===== src/rtl/vram_arbiter.sv =====
// +--------------------------------------------------------------------------+
// | vram_arbiter: single-port character VRAM scheduler for video fetch,      |
// | host text access and screen clear. Clear engine: VRAM_ARB_CLEAR_EN.       |
// | Revision: 1.0                                                            |
// +--------------------------------------------------------------------------+
`default_nettype none

module vram_arbiter #(
    parameter int              AW        = 11,
    parameter int              DW        = 8,
    parameter logic [DW-1:0]   FILL_BYTE = 8'h20
) (
    input  logic          clk_sys,
    input  logic          reset,
    input  logic          vid_req,
    input  logic [AW-1:0] vid_addr,
    output logic [DW-1:0] vid_data,
    output logic          vid_valid,
    input  logic          host_req,
    input  logic          host_we,
    input  logic [AW-1:0] host_addr,
    input  logic [DW-1:0] host_wdata,
    output logic          host_ack,
    output logic [DW-1:0] host_rdata,
    input  logic          clr_start,
    output logic          clr_busy,
    output logic [AW-1:0] ram_addr,
    output logic          ram_we,
    output logic [DW-1:0] ram_wdata,
    input  logic [DW-1:0] ram_rdata
);

    typedef enum logic [2:0] {
        TAG_NONE = 3'd0,
        TAG_VID  = 3'd1,
        TAG_HRD  = 3'd2,
        TAG_HWR  = 3'd3,
        TAG_CLR  = 3'd4
    } tag_t;

    tag_t          w_grant;
    tag_t          r_tag1;
    tag_t          r_tag2;
    logic [AW-1:0] w_addr;
    logic [DW-1:0] w_wdata;
    logic          w_host_done;
    logic          r_host_out;
    logic [AW-1:0] r_ram_addr;
    logic          r_ram_we;
    logic [DW-1:0] r_ram_wdata;
    logic          r_vid_valid;
    logic [DW-1:0] r_vid_data;
    logic          r_host_ack;
    logic [DW-1:0] r_host_rdata;

`ifdef VRAM_ARB_CLEAR_EN
    typedef enum logic [0:0] {
        CLR_IDLE = 1'b0,
        CLR_RUN  = 1'b1
    } clr_state_t;

    clr_state_t    r_clr_state;
    clr_state_t    w_clr_state_nxt;
    logic [AW-1:0] r_clr_cnt;
    logic [AW-1:0] w_clr_cnt_nxt;

    always_ff @(posedge clk_sys or posedge reset) begin
        if (reset) begin
            r_clr_state <= CLR_IDLE;
            r_clr_cnt   <= '0;
        end else begin
            r_clr_state <= w_clr_state_nxt;
            r_clr_cnt   <= w_clr_cnt_nxt;
        end
    end

    // A start pulse always restarts from cell 0, even on the final write.
    always_comb begin
        w_clr_state_nxt = r_clr_state;
        w_clr_cnt_nxt   = r_clr_cnt;
        if (clr_start) begin
            w_clr_state_nxt = CLR_RUN;
            w_clr_cnt_nxt   = '0;
        end else if (r_clr_state == CLR_RUN && w_grant == TAG_CLR) begin
            w_clr_cnt_nxt = r_clr_cnt + AW'(1);
            if (r_clr_cnt == '1) begin
                w_clr_state_nxt = CLR_IDLE;
            end
        end
    end

    assign clr_busy = (r_clr_state == CLR_RUN);
`else
    logic w_unused_clr;
    assign w_unused_clr = &{1'b0, clr_start, FILL_BYTE};
    assign clr_busy     = 1'b0;
`endif

    // Fixed priority: video, then host (if none outstanding), then clear.
    always_comb begin
        w_grant = TAG_NONE;
        w_addr  = r_ram_addr;
        w_wdata = r_ram_wdata;
        if (vid_req) begin
            w_grant = TAG_VID;
            w_addr  = vid_addr;
        end else if (host_req && !r_host_out) begin
            w_grant = host_we ? TAG_HWR : TAG_HRD;
            w_addr  = host_addr;
            w_wdata = host_wdata;
        end
`ifdef VRAM_ARB_CLEAR_EN
        else if (clr_busy) begin
            w_grant = TAG_CLR;
            w_addr  = r_clr_cnt;
            w_wdata = FILL_BYTE;
        end
`endif
    end

    assign w_host_done = (r_tag1 == TAG_HWR) || (r_tag2 == TAG_HRD);

    always_ff @(posedge clk_sys or posedge reset) begin
        if (reset) begin
            r_ram_addr   <= '0;
            r_ram_we     <= 1'b0;
            r_ram_wdata  <= '0;
            r_tag1       <= TAG_NONE;
            r_tag2       <= TAG_NONE;
            r_vid_valid  <= 1'b0;
            r_vid_data   <= '0;
            r_host_ack   <= 1'b0;
            r_host_rdata <= '0;
            r_host_out   <= 1'b0;
        end else begin
            r_ram_addr  <= w_addr;
            r_ram_we    <= (w_grant == TAG_HWR) || (w_grant == TAG_CLR);
            r_ram_wdata <= w_wdata;
            r_tag1      <= w_grant;
            r_tag2      <= r_tag1;
            r_vid_valid <= (r_tag2 == TAG_VID);
            if (r_tag2 == TAG_VID) begin
                r_vid_data <= ram_rdata;
            end
            r_host_ack <= w_host_done;
            if (r_tag2 == TAG_HRD) begin
                r_host_rdata <= ram_rdata;
            end
            if (w_grant == TAG_HWR || w_grant == TAG_HRD) begin
                r_host_out <= 1'b1;
            end else if (w_host_done) begin
                r_host_out <= 1'b0;
            end
        end
    end

    assign ram_addr   = r_ram_addr;
    assign ram_we     = r_ram_we;
    assign ram_wdata  = r_ram_wdata;
    assign vid_valid  = r_vid_valid;
    assign vid_data   = r_vid_data;
    assign host_ack   = r_host_ack;
    assign host_rdata = r_host_rdata;

endmodule

`default_nettype wire


===== config.mk =====
export PLATFORM = sky130hd
export DESIGN_NAME = vram_arbiter
export DESIGN_NICKNAME = d
export VERILOG_FILES = /design/src/rtl/vram_arbiter.sv
export SDC_FILE = /design/constraint.sdc
export NUM_CORES = 1
export LEC_CHECK = 0
export CORE_ASPECT_RATIO = 1.5
export CORE_MARGIN = 1.5
export CORE_UTILIZATION = 36
export CTS_CLUSTER_DIAMETER = 150
export DETAILED_ROUTE_END_ITERATION = 8
export PLACE_DENSITY = 0.84
export SETUP_SLACK_MARGIN = 0.1
export SLEW_MARGIN = 40
export SYNTH_ARGS = -nofsm -noshare
export SYNTH_HDL_FRONTEND = slang
export SYNTH_SLANG_ARGS = --single-unit

===== constraint.sdc =====
create_clock -name clk_sys -period 1.3 [get_ports clk_sys]
set_input_delay 0.13 -clock clk_sys [delete_from_list [all_inputs] [get_ports clk_sys]]
set_output_delay 0.13 -clock clk_sys [all_outputs]
set_load 0.05 [all_outputs]

==> results.md <==
- Port bufs: 80
- Layout fillers: ~300
- Placer congestion estimate: a little under 0.7
- CTS Hold Buffers Added: 0
- Fin nets: between 200 and 250
- Max IR drop VDD: 1.33 mV
- Crit path DAT: between 1.5 and 2 ns
- Area growth from synthesis to layout: 87.6%
- Failing checks: setup timing
- Initial antenna violation count: 0
- Post-DP HPWL: a little over 3 mm
- CTS H-tree lvls: 2
- Final setup viols: 8
- Final Util: 0.704
- Slew Limit Fails: 0
- ANT nets after route: 0
- Final hold violations: 0
- Clock sink total: 43
- Avg WL per Cell: roughly 16 microns
- TritonCTS clock tree: built
- Multi-input gate area: ~630 sq um
- Nature of the critical path endpoint: flip-flop
- Max_cap viols: 0
- Core Region: 4540 sq um
- Crit path kind: flip-flop to flip-flop
- Vias per std cell: ~4.6
- Number of global-route vias before repair: between 1,000 and 1,500
- Row cnt: 30
- Final Skew: around 0.013 ns
- Clock root buffer: clkbuf_8
- Worst r2r path cells: 4
- Tmin final: 1.36 ns
- RSZ-0062 raised after global routing: true
- GRT Overall Usage: 0.176
- First-pass GRT wire length: about 6.6 mm
- Die height: around 87 microns
- P per Cell Area: 2360 nW/um^2
- FF/Latch Area: ~1100 sq um
- Required @ worst endpoint: 1.49 ns
- # DRC: 0
- Yosys warning count: 0
- Worst R2R End: ram_wdata[2]$_DFFE_PP0P_
- Syn Inst Count: around 110
- Die width: 59.2 microns
- Hold Crit Class: primary input to async pin
- Final worst setup slack: -0.0619 ns
- Static leakage: between 1 and 1.5 nW
- Reg2Reg Launch Point: r_host_out$_DFFE_PP0P_
- Drt pass-1 iters: 3
- Register area share after synthesis: 0.631
- Pin count of the biggest net entering global routing: between 40 and 50
- Post-Syn Area: around 1700 sq um
- Reg2reg setup slack: -0.06 ns
- Ant. Diodes: 0
- Initial Util: 0.375
- Bufs on Longest Clock Path: 2
- Yosys reg bits: between 40 and 50
- Final worst path period share: 1.05
- First DRT Iteration DRCs: 18
- Post-CTS setup buffers: 0
- Setup TNS: -0.367 ns
- Post-synth cell types: 13
- Num CTS Buffers: 5
- I/O Pins: 83
- Die ar.: 5170 sq um
- Max Fclk: 734 MHz
- Grt ovf: 0
- Avg Cell Area, Syn: around 16 sq um
- Reg clk slew, reported paths: approximately 0.09 ns
- WL final: 4.07 mm
- Worst-Skew Late Latency: ~0.3 ns
- Layout cells sized above 1: 0.485
- Critical Path Start: r_host_out$_DFFE_PP0P_
- Startpoint types: flip-flop
- Syn_nets: around 150
- Via count: roughly 1,200
- Hold WS: 0.177 ns
- Critical path peak fanout: 5
- Run status: finished with violations
[how the worst max path moves through the flow]
stage | to | slack [ns] | cells after the start
4_1_cts | ram_wdata[3]$_DFFE_PP0P_ | -0.03 | 4
2_1_floorplan | ram_wdata[0]$_DFFE_PP0P_ | 0.04 | 4
6_report | ram_wdata[2]$_DFFE_PP0P_ | -0.06 | 4
3_5_place_dp | ram_wdata[3]$_DFFE_PP0P_ | -0.31 | 5
5_1_grt | ram_wdata[2]$_DFFE_PP0P_ | -0.08 | 4
3_3_place_gp | ram_addr[4]$_DFFE_PP0P_ | -0.25 | 5
[report_power, final]
part	internal, mW	switching [mW]	leakage (nW)
clock	0.766	0.472	0.0644
sequential	1.77	0.472	0.509
combinational	2.14	1.92	0.817
[per-layer routing]
metal / part of all wire / vias up / global-route usage
li1: - / 542 / -
met1: 0.34 / 598 / 0.181
met2: 0.57 / 63 / 0.318
met3: 0.075 / 6 / 0.0624
met4: 0.014 / 0 / 0.0620
met5: 0 / - / 0
[worst max-delay path: stages (launching register included)]
cell     delay [ns]
dfrtp_1        0.43
nor2b_2        0.17
nor2b_4        0.19
buf_6          0.15
mux2_4         0.31
[cell usage in the layout, fill, tap and decap left out]
cell type and count:
clkinvlp_4 1, inv_1 1, bufinv_16 2, nor2b_2 1
nor2b_4 1, clkbuf_8 5, nor2_1 2, buf_6 4
dfrtp_1 43, mux2_4 8, buf_4 1, nand2_1 3
a31o_2 1, clkdlybuf4s50_1 42, nand2b_2 2, nand2b_1 1
mux2_2 30, mux2_1 8, conb_1 1, buf_12 40
clkinv_1 1
[cell families (layout without fill, tap and decap cells)]
group                  after synthesis  in the layout  synth area share
muxes                               46             46             0.304
DFF                                 43             43             0.631
and+or+nand+nor                     10             10            0.0293
buffers and inverters                8             97            0.0286
other                                1              1           0.00220
AOI/OAI and AO/OA                    1              1           0.00514
[cells in the mapped netlist]
| library cell | count | share of area |
|---|---|---|
| nor2_1 | 2 | 0.0044 |
| mux2_1 | 8 | 0.053 |
| nand2b_1 | 3 | 0.011 |
| dfrtp_1 | 43 | 0.63 |
| nand2_1 | 3 | 0.0066 |
| buf_2 | 3 | 0.0088 |
| inv_1 | 2 | 0.0044 |
| a31o_2 | 1 | 0.0051 |
| conb_1 | 1 | 0.0022 |
| buf_6 | 1 | 0.0066 |
| nor2b_1 | 2 | 0.0073 |
| mux2_2 | 38 | 0.25 |
| buf_4 | 2 | 0.0088 |
[stage by stage]
step	setup WS, ns	area, sq um	power (mW)	cells
6_report	-0.0619	3200	7.54	262
5_1_grt	-0.0835	3200	7.82	262
4_1_cts	-0.0350	3190	7.60	262
3_5_place_dp	-0.309	3000	6.22	253
3_3_place_gp	-0.248	3000	6.13	253
2_1_floorplan	0.0406	1710	3.98	109
[sequential cells by signal, summed over array words and instances, names as in the netlist]
name	flops
r_host_out	1
host_ack	1
ram_wdata	8
r_tag1	2
vid_valid	1
ram_addr	11
ram_we	1
vid_data	8
r_tag2	2
host_rdata	8
[what timing repair did]
item | in CTS | in global routing
endpoints found under the setup margin | 34 | 20
cloned | 1 | 0
gates resized for setup | 17 | 2
[cell type report]
cell class              count  share of cell area
repair buffers             87               0.398
clock buffers               5              0.0215
clock inverters             3              0.0211
flip-flops and latches     43               0.336
inverters                   2             0.00235
well taps                  64              0.0250
multi-input cells          58               0.196
No activity file was read; power rests on OpenSTA's default activity.
